<file path="src/rtl/conv_pkg.sv">
// conv_pkg
//   Shared definitions for the conv2d block and its downstream stages.
//   - CONV_DATA_WIDTH : default element width of the conv datapath.
//   - MAX_W           : working width for max2; callers sign-extend into it.
//   - POOL_K/POOL_S   : 2x2 window, stride 2, for the pooling stage.
//   - win_pos_e       : where an input beat falls inside a 2x2 pooling window.
//   - max2()          : signed maximum of two values.
//   - out_size()      : output extent (H - K)/S + 1 of a windowed operator.
package conv_pkg;

   localparam int unsigned CONV_DATA_WIDTH = 32;
   localparam int unsigned MAX_W           = 64;
   localparam int unsigned POOL_K          = 2;
   localparam int unsigned POOL_S          = 2;

   typedef enum logic [2:0] {
      WIN_TOP_L,
      WIN_TOP_R,
      WIN_BOT_L,
      WIN_BOT_R,
      WIN_SKIP
   } win_pos_e;

   function automatic logic signed [MAX_W-1:0] max2(
      input logic signed [MAX_W-1:0] a,
      input logic signed [MAX_W-1:0] b
   );
      return (a > b) ? a : b;
   endfunction

   function automatic int unsigned out_size(
      input int unsigned h,
      input int unsigned k,
      input int unsigned s
   );
      return (h - k) / s + 1;
   endfunction

endpackage

</file>
<file path="src/rtl/maxpool_row_buf.sv">
// maxpool_row_buf
//   Row buffer of partial (horizontal) maxima for the 2x2 max-pool stage.
//   Written on even input rows, read on the following odd row at the same
//   window column. Contents need no reset: every entry is rewritten on an
//   even row before it is read.
// Ports:
//   clk     : clock
//   wr_en   : write strobe
//   wr_idx  : write entry (col>>1)
//   wr_data : partial maximum to store
//   rd_idx  : read entry (col>>1)
//   rd_data : stored partial maximum (combinational read)
module maxpool_row_buf #(
   parameter int unsigned DATA_WIDTH = 32,
   parameter int unsigned DEPTH      = 1,
   parameter int unsigned IDX_W      = 1
) (
   input  logic                  clk,
   input  logic                  wr_en,
   input  logic [IDX_W-1:0]      wr_idx,
   input  logic [DATA_WIDTH-1:0] wr_data,
   input  logic [IDX_W-1:0]      rd_idx,
   output logic [DATA_WIDTH-1:0] rd_data
);

   logic [DATA_WIDTH-1:0] mem [DEPTH];

   always_ff @(posedge clk) begin
      if (wr_en) begin
         mem[wr_idx] <= wr_data;
      end
   end

   always_comb rd_data = mem[rd_idx];

endmodule

</file>
<file path="src/rtl/relu_maxpool_stream.sv">
// relu_maxpool_stream
//   Streaming ReLU followed by 2x2 / stride-2 max pooling. Consumes conv
//   output elements in flat order (channel, row, column; column fastest) and
//   produces pooled elements through a single-entry output register.
// Ports:
//   clk       : clock, all state on rising edge
//   rst_n     : asynchronous active-low reset
//   in_valid  : upstream element valid
//   in_ready  : stage can accept an element
//   in_data   : conv output element, signed
//   out_valid : pooled element valid
//   out_ready : downstream can accept
//   out_data  : pooled element, signed
//   out_last  : final pooled element of a frame
module relu_maxpool_stream
   import conv_pkg::*;
#(
   parameter int unsigned DATA_WIDTH = CONV_DATA_WIDTH,
   parameter int unsigned CHANNELS   = 1,
   parameter int unsigned IN_HEIGHT  = 2,
   parameter int unsigned IN_WIDTH   = 2,
   parameter bit          RELU_EN    = 1'b1
) (
   input  logic                         clk,
   input  logic                         rst_n,
   input  logic                         in_valid,
   output logic                         in_ready,
   input  logic signed [DATA_WIDTH-1:0] in_data,
   output logic                         out_valid,
   input  logic                         out_ready,
   output logic signed [DATA_WIDTH-1:0] out_data,
   output logic                         out_last
);

   localparam int unsigned P_W   = out_size(IN_WIDTH, POOL_K, POOL_S);
   localparam int unsigned P_H   = out_size(IN_HEIGHT, POOL_K, POOL_S);
   localparam int unsigned COL_W = (IN_WIDTH  > 1) ? $clog2(IN_WIDTH)  : 1;
   localparam int unsigned ROW_W = (IN_HEIGHT > 1) ? $clog2(IN_HEIGHT) : 1;
   localparam int unsigned CH_W  = (CHANNELS  > 1) ? $clog2(CHANNELS)  : 1;
   localparam int unsigned IDX_W = (P_W       > 1) ? $clog2(P_W)       : 1;

   function automatic logic signed [DATA_WIDTH-1:0] smax(
      input logic signed [DATA_WIDTH-1:0] a,
      input logic signed [DATA_WIDTH-1:0] b
   );
      return DATA_WIDTH'(max2(MAX_W'(a), MAX_W'(b)));
   endfunction

   logic [COL_W-1:0]             col;
   logic [ROW_W-1:0]             row;
   logic [CH_W-1:0]              ch;
   logic signed [DATA_WIDTH-1:0] h_max;
   logic signed [DATA_WIDTH-1:0] x;
   logic signed [DATA_WIDTH-1:0] pair_max;
   logic signed [DATA_WIDTH-1:0] win_max;
   logic [DATA_WIDTH-1:0]        buf_rd;
   logic [IDX_W-1:0]             buf_idx;
   win_pos_e                     pos;
   logic                         accept;
   logic                         buf_wr;
   logic                         col_end;
   logic                         row_end;
   logic                         ch_end;
   logic                         last_nxt;

   always_comb in_ready = rst_n && (!out_valid || out_ready);
   always_comb accept   = in_valid && in_ready;

   // Sign bit set means the element is negative.
   always_comb x = (RELU_EN && in_data[DATA_WIDTH-1]) ? '0 : in_data;

   // Beats in odd trailing columns/rows fall outside every window.
   always_comb begin
      pos = WIN_SKIP;
      if ((32'(col) < 2 * P_W) && (32'(row) < 2 * P_H)) begin
         unique case ({row[0], col[0]})
            2'b00:   pos = WIN_TOP_L;
            2'b01:   pos = WIN_TOP_R;
            2'b10:   pos = WIN_BOT_L;
            default: pos = WIN_BOT_R;
         endcase
      end
   end

   always_comb begin
      buf_idx  = IDX_W'(col >> 1);
      buf_wr   = accept && (pos == WIN_TOP_R);
      pair_max = smax(h_max, x);
      win_max  = smax(buf_rd, pair_max);
      col_end  = (32'(col) == IN_WIDTH - 1);
      row_end  = (32'(row) == IN_HEIGHT - 1);
      ch_end   = (32'(ch) == CHANNELS - 1);
      last_nxt = ch_end && (32'(row) == 2 * P_H - 1) && (32'(col) == 2 * P_W - 1);
   end

   maxpool_row_buf #(
      .DATA_WIDTH (DATA_WIDTH),
      .DEPTH      (P_W),
      .IDX_W      (IDX_W)
   ) u_row_buf (
      .clk     (clk),
      .wr_en   (buf_wr),
      .wr_idx  (buf_idx),
      .wr_data (pair_max),
      .rd_idx  (buf_idx),
      .rd_data (buf_rd)
   );

   always_ff @(posedge clk or negedge rst_n) begin
      if (!rst_n) begin
         col       <= '0;
         row       <= '0;
         ch        <= '0;
         h_max     <= '0;
         out_valid <= 1'b0;
         out_data  <= '0;
         out_last  <= 1'b0;
      end else begin
         if (accept) begin
            if (pos == WIN_TOP_L || pos == WIN_BOT_L) begin
               h_max <= x;
            end
            if (col_end) begin
               col <= '0;
               if (row_end) begin
                  row <= '0;
                  ch  <= ch_end ? '0 : ch + CH_W'(1);
               end else begin
                  row <= row + ROW_W'(1);
               end
            end else begin
               col <= col + COL_W'(1);
            end
         end

         // A producing beat reloads the register even while it is being
         // drained; otherwise a drain simply empties it.
         if (accept && pos == WIN_BOT_R) begin
            out_valid <= 1'b1;
            out_data  <= win_max;
            out_last  <= last_nxt;
         end else if (out_ready) begin
            out_valid <= 1'b0;
         end
      end
   end

endmodule

</file>
<file path="config.mk">
export PLATFORM = sky130hd
export DESIGN_NAME = relu_maxpool_stream
export DESIGN_NICKNAME = d
export VERILOG_FILES = /design/src/rtl/conv_pkg.sv /design/src/rtl/maxpool_row_buf.sv /design/src/rtl/relu_maxpool_stream.sv
export SDC_FILE = /design/constraint.sdc
export NUM_CORES = 1
export LEC_CHECK = 0
export ABC_CLOCK_PERIOD_IN_PS = 7450
export CAP_MARGIN = 15
export CORE_UTILIZATION = 60
export DETAILED_ROUTE_END_ITERATION = 12
export MAX_ROUTING_LAYER = met4
export PLACE_DENSITY = 0.85
export SETUP_SLACK_MARGIN = 0.5
export SLEW_MARGIN = 20
export SYNTH_ARGS = -nofsm -noshare
export SYNTH_HDL_FRONTEND = slang
export SYNTH_SLANG_ARGS = --single-unit
</file>
<file path="constraint.sdc">
create_clock -name clk -period 7.45 [get_ports clk]
set_clock_uncertainty 0.1 [all_clocks]
set_input_delay 1.49 -clock clk [delete_from_list [all_inputs] [get_ports clk]]
set_output_delay 1.49 -clock clk [all_outputs]
set_load 0.02 [all_outputs]
</file>
==> parameters.txt, run 1 <==
Parameter                              Value

Outcome
  Status    complete, no violations

Power
  Peak VDD IR    175.7 uV
  Cell area power density    roughly 350 mW/mm^2
  Static leakage    3.151 nW

Global routing
  Via count of the first global-routing pass    4708
  Pin count of the biggest net entering global routing    68
  Total track usage    31.10%
  Wire length of the first global-routing pass    23570 um
  Total overflow reported by the global router    0
  Number of antenna violations at the first check in global routing    0

Synth
  Area contributors post-synth    sky130_fd_sc_hd__dfrtp_1 (28%), sky130_fd_sc_hd__edfxtp_1 (16%), sky130_fd_sc_hd__ha_1 (13%)
  Most common flop cell mapped by yosys    sky130_fd_sc_hd__dfrtp_1
  Count of yosys warnings during synthesis    0
  Share of the synthesized area in the top cell type    28.14%
  Combined area of all synthesized cells    0.005868 sq mm
  Post-synthesis register bit count    97
  Share of flip-flops with an asynchronous set or reset after synthesis    68.04%
  Sequential fraction of the synthesis area    about 44%
  Number of distinct library cells after synthesis    46
  Post-synth EDFFs    31
  Synthesized instance count    595
  Dominant cell type by area after synthesis    sky130_fd_sc_hd__dfrtp_1
  Synth Area per Inst    9.862 sq um
  Post-synth net total    approximately 690

STA
  Count of final setup violators    0
  Actual slew at the worst max-slew pin    approximately 980 ps
  Headroom to the max-slew limit    34.62%
  RSZ-0062 raised after global routing    false
  Upper clock frequency limit    ~0.15 GHz
  Final critical path time including I/O delays and setup    approximately 6500 ps
  Setup Total Neg Slack    0 ps
  Total count of max-transition violations in the final report    0
  Portion of the clock cycle consumed by the worst path in the final layout    86.75%
  Endpoints failing hold    0
  Final hold slack    ~390 ps

Hold path
  Hold Path Depth    1
  Sink of the worst hold path    out_last$_DFFE_PN0P_
  Launch instance of the worst min-delay path    out_last$_DFFE_PN0P_
  Path type of the worst min-delay path    flip-flop to flip-flop

Floorplan
  Area of the die    0.01018 sq mm
  Area of the placeable core    between 0.009 and 0.01 sq mm
  Cell row count    35
  Chip Height    100.9 um
  Initial standard-cell utilization of the core    62.62%
  I/O pin total    71
  DIE WIDTH    ~100 um

Clock tree
  H-Tree Depth    3
  Clk Tree Root Cell    sky130_fd_sc_hd__clkbuf_8
  Worst-skew pair later-pin latency    370 ps
  Clock tree from TritonCTS    yes
  Inserted Clock Buffers    9
  CTS sink count    97
  Clock edge transition at the registers on the reported setup and hold paths    about 100 ps
  Clock Tree Buf Depth    2
  Hold-fix buffers, CTS    0

Setup path
  Largest fanout on the critical path    16
  Critical Path AT    6620 ps
  Reg2Reg Launch Point    h_max[26]$_DFFE_PN0P_
  Slack of the worst reg-to-reg path    2360 ps
  Data required time at the worst endpoint    7610 ps
  Class of the most critical setup path    input pin to flip-flop
  Worst r2r path cells    17
  Kind of start point of the critical path    input pin
  Critical Path Sink Type    flip-flop
  Reg-to-Reg End    out_data[30]$_DFFE_PN0P_

Place
  HPWL after DPL    10620 um
  Weighted congestion reported at the end of routability-driven placement    0.9404
  Count of buffers inserted at the top-level ports    69

Layout
  Antenna diode count    0
  Area growth from synthesis to layout    17.06%
  Fraction of final layout cells with drive strength greater than 1    a little over a tenth
  Net total in the final layout    between 700 and 800
  Fraction of the core area covered by cells at the end of the flow    73.30%

Routing
  Total via count in the routed design    4714
  Initial detailed-routing violation count    338
  Drt wl/cell    ~18 um
  Average vias per placed instance    5.967
  DRC Markers    0
  Number of search-and-repair iterations in the first detailed-routing pass    6
  Antenna-violating nets left    0
  Total Wirelength    around 14000 um

Flow run
  Max cap viols    0
## worst max-delay path: stages
cell and delay, ps:
sky130_fd_sc_hd__clkdlybuf4s50_1 460, sky130_fd_sc_hd__nor2b_1 290, sky130_fd_sc_hd__inv_1 140, sky130_fd_sc_hd__ha_1 310
sky130_fd_sc_hd__nand4_1 130, sky130_fd_sc_hd__nor4_1 310, sky130_fd_sc_hd__and2_1 300, sky130_fd_sc_hd__a21o_1 140
sky130_fd_sc_hd__nand2_1 70, sky130_fd_sc_hd__buf_4 180, sky130_fd_sc_hd__a21oi_1 390, sky130_fd_sc_hd__ha_1 320
sky130_fd_sc_hd__and4_1 220, sky130_fd_sc_hd__and4_1 210, sky130_fd_sc_hd__and4_1 230, sky130_fd_sc_hd__nand3_1 90
sky130_fd_sc_hd__o21ai_0 80, sky130_fd_sc_hd__or4_2 660, sky130_fd_sc_hd__buf_4 260, sky130_fd_sc_hd__mux2_1 340
## metal layers
| metal | wire, um | share of wire, % | track usage, % | vias to the layer above |
|---|---|---|---|---|
| li1 | - | - | - | 2230 |
| met1 | 5981 | 42 | 39.76 | 2252 |
| met2 | 7053 | 49 | 50.26 | 186 |
| met3 | 816 | 5.7 | 4.092 | 46 |
| met4 | 495 | 3.5 | 12.71 | 0 |
| met5 | 0 | 0 | - | - |
## synth_stat cells (4+ instances only)
library cell,n
sky130_fd_sc_hd__edfxtp_1,31
sky130_fd_sc_hd__nand4_1,11
sky130_fd_sc_hd__nand2_1,47
sky130_fd_sc_hd__a21o_1,5
sky130_fd_sc_hd__inv_1,36
sky130_fd_sc_hd__o21a_1,7
sky130_fd_sc_hd__nand3_1,6
sky130_fd_sc_hd__nor2b_1,5
sky130_fd_sc_hd__dfrtp_1,66
sky130_fd_sc_hd__mux2i_1,4
sky130_fd_sc_hd__clkbuf_1,24
sky130_fd_sc_hd__a21oi_1,79
sky130_fd_sc_hd__nor3_1,32
sky130_fd_sc_hd__o21ai_0,41
sky130_fd_sc_hd__mux2_4,28
sky130_fd_sc_hd__nand2b_1,33
sky130_fd_sc_hd__nor2_1,37
sky130_fd_sc_hd__ha_1,61
## cells in the final DEF (no fill, tap or decap), drive strengths merged, types with 5 or more instances in the layout
| cell | n |
|---|---|
| nand3 | 6 |
| mux2 | 31 |
| clkdlybuf4s50 | 67 |
| inv | 39 |
| a21oi | 81 |
| nor3 | 32 |
| nand2b | 33 |
| ha | 61 |
| o21a | 7 |
| clkbuf | 9 |
| edfxtp | 31 |
| nand2 | 47 |
| dfrtp | 66 |
| nor2 | 37 |
| a21o | 5 |
| o21ai | 45 |
| nor2b | 5 |
| buf | 12 |
| nand4 | 12 |
## how the worst max path moves through the flow
stage	start	endpoint
floorplan	in_data[31]	out_data[10]$_DFFE_PN0P_
global placement	in_data[31]	out_data[30]$_DFFE_PN0P_
detailed placement	in_data[31]	out_data[13]$_DFFE_PN0P_
CTS	in_data[31]	out_data[2]$_DFFE_PN0P_
global route	in_data[31]	out_data[30]$_DFFE_PN0P_
finish	in_data[3]	out_data[30]$_DFFE_PN0P_
## power breakdown
part / switching [mW] / internal (mW) / total [mW]
Combinational: 0.658 / 0.561 / 1.22
Clock: 0.205 / 0.127 / 0.332
Sequential: 0.110 / 0.725 / 0.834
## final cells by class
class | instances | area [sq um]
tap | 129 | 161.4
clock buffer | 9 | 123.9
fill | 675 | 2502
clock inverter | 7 | 61.31
inverter | 36 | 135.1
timing repair buffer | 80 | 770.7
multi-input combinational | 432 | 3034
sequential | 97 | 2582
## flip-flops by register name, indices dropped and copies added, names as in the netlist
signal and cells:
col 1, h_max 31, out_data 31, out_last 1
out_valid 1, row 1, u_row_buf.mem 31
## metrics by stage
stage / setup slack, ps / total power, mW / instance area, sq um / std cells
6_report: 987.3 / 2.386 / 6869 / 790
2_1_floorplan: 1549 / 1.605 / 5868 / 595
4_1_cts: 550.8 / 2.369 / 6843 / 789
5_1_grt: 707.1 / 2.545 / 6869 / 790
3_5_place_dp: 190.0 / 2.039 / 6658 / 773
3_3_place_gp: 383.1 / 1.972 / 6658 / 773
## what timing repair did
item                                   4_1_cts  5_1_grt
setup endpoints to repair                    0       31
setup buffers                                0        0
endpoints found under the hold margin        0        0
resized for setup                            0        4
## logic make-up (layout without fill, tap and decap cells)
group	after synthesis	in the layout	synth area share (%)
AO/OA/AOI/OAI	149	150	13.92
XOR/XNOR	2	2	0.2986
adder cells (fa/ha/maj)	61	61	13.01
buffers and inverters	67	132	4.776
flip-flops	97	97	44.01
multiplexers	35	35	8.422
other	1	1	0.06390
AND/OR/NAND/NOR	183	183	15.50
(Power assumes the default switching activity.)
==> inputs of run 2 (changes only) <==
MAX_ROUTING_LAYER = unset   (was met4)
==> parameters.txt, run 2 (same netlist as run 1, synthesis figures left out) <==
Parameter                              Value

Global routing
  Wire length of the first global-routing pass    23170 um (was 23570 um)
  Total track usage    29.76% (was 31.10%)
  Number of antenna violations at the first check in global routing    0 (unchanged)
  Pin count of the biggest net entering global routing    68 (unchanged)
  Via count of the first global-routing pass    4753 (was 4708)
  Total overflow reported by the global router    0 (unchanged)

STA
  Total count of max-transition violations in the final report    0 (unchanged)
  Count of final setup violators    0 (unchanged)
  Headroom to the max-slew limit    36.73% (was 34.62%)
  Actual slew at the worst max-slew pin    949.1 ps (was 980.7 ps)
  Final hold slack    384.1 ps (was 386.1 ps)
  PnR worst setup slack    924.7 ps (was 987.3 ps)
  RSZ-0062 raised after global routing    false (unchanged)
  Upper clock frequency limit    0.1533 GHz (was 0.1547 GHz)
  Endpoints failing hold    0 (unchanged)
  Final critical path time including I/O delays and setup    6525 ps (was 6463 ps)
  Setup Total Neg Slack    0 ps (unchanged)
  Portion of the clock cycle consumed by the worst path in the final layout    87.59% (was 86.75%)

Floorplan
  I/O pin total    71 (unchanged)
  Area of the die    0.01018 sq mm (unchanged)
  Cell row count    35 (unchanged)
  Initial standard-cell utilization of the core    62.62% (unchanged)
  Chip Height    100.9 um (unchanged)
  Area of the placeable core    0.009371 sq mm (unchanged)
  DIE WIDTH    100.9 um (unchanged)

Power
  Power after layout    2.439 mW (was 2.386 mW)
  Share of total power in sequential cells    34.2% (was 35.0%)
  Combinational cell fraction of total power    50.3% (was 51.1%)
  Internal power    1.452 mW (was 1.414 mW)
  Fraction of power spent switching nets    40.46% (was 40.76%)
  Cell area power density    353.3 mW/mm^2 (was 347.4 mW/mm^2)
  Clock share of power    15.5% (was 13.9%)
  Power spent charging and discharging nets    0.9869 mW (was 0.9726 mW)
  Peak VDD IR    168.2 uV (was 175.7 uV)
  Static leakage    3.170 nW (was 3.151 nW)

Layout
  Fraction of final layout cells with drive strength greater than 1    10.61% (was 10.44%)
  Area growth from synthesis to layout    17.63% (was 17.06%)
  Highest-count cells in the layout ignoring fill and taps    sky130_fd_sc_hd__a21oi_1 (77), sky130_fd_sc_hd__clkdlybuf4s50_1 (67), sky130_fd_sc_hd__dfrtp_1 (66) (was sky130_fd_sc_hd__a21oi_1 (79), sky130_fd_sc_hd__clkdlybuf4s50_1 (67), sky130_fd_sc_hd__dfrtp_1 (66))
  Antenna diode count    0 (unchanged)
  Net total in the final layout    752 (was 753)
  Leading cell type in the layout, fill and taps excluded    sky130_fd_sc_hd__a21oi_1 (unchanged)
  Largest registers    h_max x31, out_data x31, u_row_buf.mem x31 (unchanged)
  Non-filler instance count after layout    789 (was 790)
  Number of fill cells in the layout    707 (was 675)

Setup path
  Class of the most critical setup path    input pin to flip-flop (unchanged)
  Critical Path AT    6680 ps (was 6620 ps)
  Data required time at the worst endpoint    7610 ps (about the same)
  Kind of start point of the critical path    input pin (unchanged)
  Critical Path Sink Type    flip-flop (unchanged)
  Worst r2r path cells    18 (was 17)
  Largest fanout on the critical path    16 (unchanged)

Routing
  Drt wl/cell    18.05 um (was 18.16 um)
  DRC Markers    0 (unchanged)
  Average vias per placed instance    5.986 (was 5.967)
  Total via count in the routed design    4723 (was 4714)
  Total Wirelength    14240 um (was 14350 um)
  Initial detailed-routing violation count    288 (was 338)
  Number of search-and-repair iterations in the first detailed-routing pass    5 (was 6)
  Antenna-violating nets left    0 (unchanged)

Clock tree
  Clock tree from TritonCTS    yes (unchanged)
  Clk Tree Root Cell    sky130_fd_sc_hd__clkbuf_8 (unchanged)
  Worst-skew pair later-pin latency    380 ps (was 370 ps)
  Inserted Clock Buffers    9 (unchanged)
  Clock Tree Buf Depth    2 (unchanged)
  Clock edge transition at the registers on the reported setup and hold paths    100 ps (about the same)
  CTS sink count    97 (unchanged)
  H-Tree Depth    3 (unchanged)

Outcome
  Status    complete, no violations (unchanged)

Place
  HPWL after DPL    10350 um (was 10620 um)
  Count of buffers inserted at the top-level ports    69 (unchanged)
  Worst setup timing slack at the placement stage    93.29 ps (was 190.0 ps)
  Cell Count Post-Placement    772 (was 773)
  Weighted congestion reported at the end of routability-driven placement    0.9200 (was 0.9404)

Flow run
  Max cap viols    0 (unchanged)

Hold path
  Path type of the worst min-delay path    flip-flop to flip-flop (unchanged)
  Hold Path Depth    1 (unchanged)
run 2: stage by stage:
stage          area, sq um  utilization [%]
6_report              6903            73.66
5_1_grt               6903            73.66
4_1_cts               6880            73.42
3_5_place_dp          6650            70.96
3_3_place_gp          6650            70.96
2_1_floorplan         5868                -
run 2: layout make-up:
type / count / area (sq um) / share of cell area [%]
Inverter: 36 / 135.1 / 1.958
Timing Repair Buffer: 79 / 763.2 / 11.06
Tap cell: 129 / 161.4 / 2.338
Multi-Input combinational cell: 432 / 3042 / 44.06
Clock buffer: 9 / 123.9 / 1.794
Sequential cell: 97 / 2582 / 37.41
Clock inverter: 7 / 95.09 / 1.378
run 2: worst paths after layout:
check                                 startpoint                       to  slack [ps]
max                                   in_data[3]  out_data[7]$_DFFE_PN0P_         920
min                         out_last$_DFFE_PN0P_     out_last$_DFFE_PN0P_         380
max reg2reg                h_max[28]$_DFFE_PN0P_  out_data[7]$_DFFE_PN0P_        2380
min reg2reg                 out_last$_DFFE_PN0P_     out_last$_DFFE_PN0P_         380
max in group asynchronous                  rst_n    h_max[20]$_DFFE_PN0P_        5460
min in group asynchronous                  rst_n          row$_DFFE_PN0P_        1200
run 2: routing by layer:
| layer | part of all wire, % | global-route usage (%) | up-vias |
|---|---|---|---|
| li1 | - | - | 2229 |
| met1 | 41 | 37.41 | 2265 |
| met2 | 50 | 51.58 | 205 |
| met3 | 5.9 | 5.340 | 24 |
| met4 | 2.5 | 10.48 | 0 |
| met5 | 0 | 0 | - |
run 2: power by group through the flow:
stage | Combinational, mW | Sequential, mW | Clock [mW]
final | 1.23 | 0.834 | 0.378
after global routing | 1.34 | 0.851 | 0.400
after CTS | 1.21 | 0.833 | 0.381
after detailed placement | 1.19 | 0.841 | 0
after global placement | 1.14 | 0.833 | 0
after floorplan | 0.675 | 0.930 | 0
run 2: timing repair:
item                       CTS  global route
hold endpoints to repair     0             0
gates cloned                 0             1
pin swaps                    0             1
setup endpoints to repair   29            31
hold buffers                 0             0
resized for setup            2             4
buffers inserted             0             0
run 2: critical path: stages:
cell and delay, ps:
sky130_fd_sc_hd__clkdlybuf4s50_1 440, sky130_fd_sc_hd__nor2b_1 340, sky130_fd_sc_hd__inv_1 150, sky130_fd_sc_hd__ha_1 300, sky130_fd_sc_hd__nand4_1 120, sky130_fd_sc_hd__nor4_1 330, sky130_fd_sc_hd__and2_1 310, sky130_fd_sc_hd__a21o_1 140
sky130_fd_sc_hd__nand2_1 90, sky130_fd_sc_hd__buf_4 200, sky130_fd_sc_hd__a21oi_1 390, sky130_fd_sc_hd__ha_1 230, sky130_fd_sc_hd__o21ai_0 80, sky130_fd_sc_hd__o21a_1 170, sky130_fd_sc_hd__o21ai_0 220, sky130_fd_sc_hd__a211o_1 210
sky130_fd_sc_hd__a21o_1 120, sky130_fd_sc_hd__a21boi_0 70, sky130_fd_sc_hd__or4_2 680, sky130_fd_sc_hd__buf_4 260, sky130_fd_sc_hd__mux2_4 330
==> inputs of run 3 (changes only) <==
CORE_MARGIN = 3   (was unset)
==> parameters.txt, run 3 (same netlist as run 1, synthesis figures left out) <==
Parameter                              Value

Outcome
  Status    complete, no violations (unchanged)

Routing
  Initial detailed-routing violation count    344 (was 288)
  Number of search-and-repair iterations in the first detailed-routing pass    5 (unchanged)
  Antenna-violating nets left    0 (unchanged)
  Drt wl/cell    17.93 um (was 18.05 um)
  Average vias per placed instance    5.901 (was 5.986)
  Total Wirelength    14180 um (was 14240 um)
  Total via count in the routed design    4668 (was 4723)
  DRC Markers    0 (unchanged)

Hold path
  Path type of the worst min-delay path    flip-flop to flip-flop (unchanged)
  Sink of the worst hold path    out_last$_DFFE_PN0P_ (unchanged)
  Launch instance of the worst min-delay path    out_last$_DFFE_PN0P_ (unchanged)
  Hold Path Depth    1 (unchanged)

Clock tree
  Clock tree from TritonCTS    yes (unchanged)
  Clock Tree Buf Depth    2 (unchanged)
  Clk Tree Root Cell    sky130_fd_sc_hd__clkbuf_8 (unchanged)
  Inserted Clock Buffers    9 (unchanged)
  H-Tree Depth    3 (unchanged)
  Worst-skew pair later-pin latency    380 ps (about the same)
  CTS sink count    97 (unchanged)
  Clock edge transition at the registers on the reported setup and hold paths    100 ps (about the same)
  Number of buffers inserted to repair setup after CTS    0 (unchanged)

Layout
  Antenna diode count    0 (unchanged)
  Leading cell type in the layout, fill and taps excluded    sky130_fd_sc_hd__a21oi_1 (unchanged)
  Largest registers    h_max x31, out_data x31, u_row_buf.mem x31 (unchanged)
  Area growth from synthesis to layout    17.68% (was 17.63%)
  Highest-count cells in the layout ignoring fill and taps    sky130_fd_sc_hd__a21oi_1 (78), sky130_fd_sc_hd__clkdlybuf4s50_1 (68), sky130_fd_sc_hd__dfrtp_1 (66) (was sky130_fd_sc_hd__a21oi_1 (77), sky130_fd_sc_hd__clkdlybuf4s50_1 (67), sky130_fd_sc_hd__dfrtp_1 (66))
  Fraction of final layout cells with drive strength greater than 1    10.88% (was 10.61%)
  Fraction of the core area covered by cells at the end of the flow    73.68% (was 73.66%)
  Net total in the final layout    754 (was 752)
  Final instance area    0.006905 sq mm (was 0.006903 sq mm)

Setup path
  Worst r2r path cells    17 (was 18)
  Crit path buf inv count    4 (unchanged)
  Slowest cell delay on critical path    680 ps (about the same)
  Largest fanout on the critical path    31 (was 16)
  Slack of the worst reg-to-reg path    2300 ps (was 2380 ps)
  Reg2Reg Launch Point    h_max[26]$_DFFE_PN0P_ (was h_max[28]$_DFFE_PN0P_)
  Class of the most critical setup path    input pin to flip-flop (unchanged)
  Data required time at the worst endpoint    7610 ps (about the same)
  Setup crit start    in_data[31] (was in_data[3])
  Reg-to-Reg End    out_data[30]$_DFFE_PN0P_ (was out_data[7]$_DFFE_PN0P_)
  Cell class contributing the biggest share of worst-path delay    simple AND/OR/NAND/NOR gates (unchanged)
  Critical Path Sink Type    flip-flop (unchanged)
  Crit path cell chain    clkdlybuf4s50_1 > buf_4 > nand2b_1 > ha_1 > nand4_2 > nor4_2 > nor2b_1 > o21a_2 > buf_4 > nor3_1 > a21oi_1 > ha_1 > nand4_1 > nor3_1 > nand2_1 > nand4_1 > a31oi_1 > or4_2 > buf_4 > mux2_1 (was clkdlybuf4s50_1 > nor2b_1 > inv_1 > ha_1 > nand4_1 > nor4_1 > and2_1 > a21o_1 > nand2_1 > buf_4 > a21oi_1 > ha_1 > o21ai_0 > o21a_1 > o21ai_0 > a211o_1 > a21o_1 > a21boi_0 > or4_2 > buf_4 > mux2_4)
  Cell mode on critical path    sky130_fd_sc_hd__buf_4
  Kind of start point of the critical path    input pin (unchanged)
  Critical Path AT    6860 ps (was 6680 ps)
  Cell at the slowest stage of the critical path    sky130_fd_sc_hd__or4_2 (unchanged)

STA
  Final critical path time including I/O delays and setup    6701 ps (was 6525 ps)
  Portion of the clock cycle consumed by the worst path in the final layout    89.95% (was 87.59%)
  Total count of max-transition violations in the final report    0 (unchanged)
  Count of final setup violators    0 (unchanged)
  Upper clock frequency limit    0.1492 GHz (was 0.1533 GHz)
  Headroom to the max-slew limit    32.84% (was 36.73%)
  RSZ-0062 raised after global routing    false (unchanged)
  Setup Total Neg Slack    0 ps (unchanged)
  Actual slew at the worst max-slew pin    1007 ps (was 949.1 ps)
  Endpoints failing hold    0 (unchanged)

Floorplan
  Initial standard-cell utilization of the core    62.62% (unchanged)
  Cell row count    35 (unchanged)
  Chip Height    104.9 um (was 100.9 um)
  I/O pin total    71 (unchanged)
  Area of the die    0.01100 sq mm (was 0.01018 sq mm)
  Area of the placeable core    0.009371 sq mm (unchanged)
  DIE WIDTH    104.9 um (was 100.9 um)

Power
  Peak VDD IR    235.2 uV (was 168.2 uV)
  Cell area power density    351.6 mW/mm^2 (was 353.3 mW/mm^2)
  Static leakage    3.168 nW (was 3.170 nW)

Place
  HPWL after DPL    10320 um (was 10350 um)
  Weighted congestion reported at the end of routability-driven placement    0.8725 (was 0.9200)
  Count of buffers inserted at the top-level ports    69 (unchanged)
  Post-DP Area    0.006673 sq mm (was 0.006650 sq mm)

Global routing
  Total overflow reported by the global router    0 (unchanged)
  Pin count of the biggest net entering global routing    67 (was 68)
  Via count of the first global-routing pass    4747 (was 4753)
  Total track usage    26.77% (was 29.76%)
  Number of antenna violations at the first check in global routing    0 (unchanged)
  Wire length of the first global-routing pass    23720 um (was 23170 um)

Flow run
  Max cap viols    0 (unchanged)
==> run 3: cell count changes in the layout (fill, tap and decap cells not counted) <==
cell	before	now
sky130_fd_sc_hd__nor4_2	1	2
sky130_fd_sc_hd__buf_4	10	13
sky130_fd_sc_hd__nor4_1	1	0
sky130_fd_sc_hd__clkdlybuf4s50_1	67	68
sky130_fd_sc_hd__clkinv_8	1	0
sky130_fd_sc_hd__clkinv_2	0	1
sky130_fd_sc_hd__a21oi_2	3	1
sky130_fd_sc_hd__dlymetal6s2s_1	1	0
sky130_fd_sc_hd__a21oi_1	77	78
==> run 3: repair_timing <==
action,CTS,global route
gates resized for setup,0,5
hold buffers,0,0
endpoints found under the setup margin,0,29
==> run 3: cell type report <==
class                      count  area, sq um
multi-input combinational    431         3035
sequential                    97         2582
fill                         666         2466
timing repair buffer          82        783.3
tap                          129        161.4
inverter                      36        135.1
clock buffer                   9        123.9
clock inverter                 7        83.83
==> run 3: metal layers <==
metal	global-route usage, %	part of all wire, %	routed length, um
met1	34.43	43	6032
met3	5.127	5.6	789
met5	0	0	0
met2	44.96	49	6971
met4	9.934	2.7	388
==> run 3: worst max-delay path by stage <==
| stage | endpoint | slack [ps] | cells after the start |
|---|---|---|---|
| after floorplan | out_data[10]$_DFFE_PN0P_ | 1550 | 21 |
| after global placement | out_data[30]$_DFFE_PN0P_ | 430 | 20 |
| after detailed placement | out_data[30]$_DFFE_PN0P_ | 340 | 20 |
| after CTS | out_data[30]$_DFFE_PN0P_ | 670 | 20 |
| after global routing | out_data[30]$_DFFE_PN0P_ | 520 | 21 |
| final | out_data[30]$_DFFE_PN0P_ | 750 | 20 |
==> run 3: where the power goes <==
group	switching, mW	total, mW	internal [mW]
combinational	0.657	1.22	0.564
sequential	0.109	0.834	0.725
clock	0.210	0.372	0.163
total	0.976	2.43	1.45
==> run 3: per-stage QoR <==
| step | total power [mW] | std cells | hold slack (ps) | worst slack, ps |
|---|---|---|---|---|
| after floorplan | 1.605 | 595 | 358.4 | 1549 |
| after global placement | 1.982 | 775 | 349.1 | 433.3 |
| after detailed placement | 2.041 | 775 | 361.0 | 342.4 |
| after CTS | 2.418 | 791 | 384.0 | 674.2 |
| after global routing | 2.588 | 791 | 409.0 | 518.0 |
| final | 2.428 | 791 | 379.2 | 748.9 |
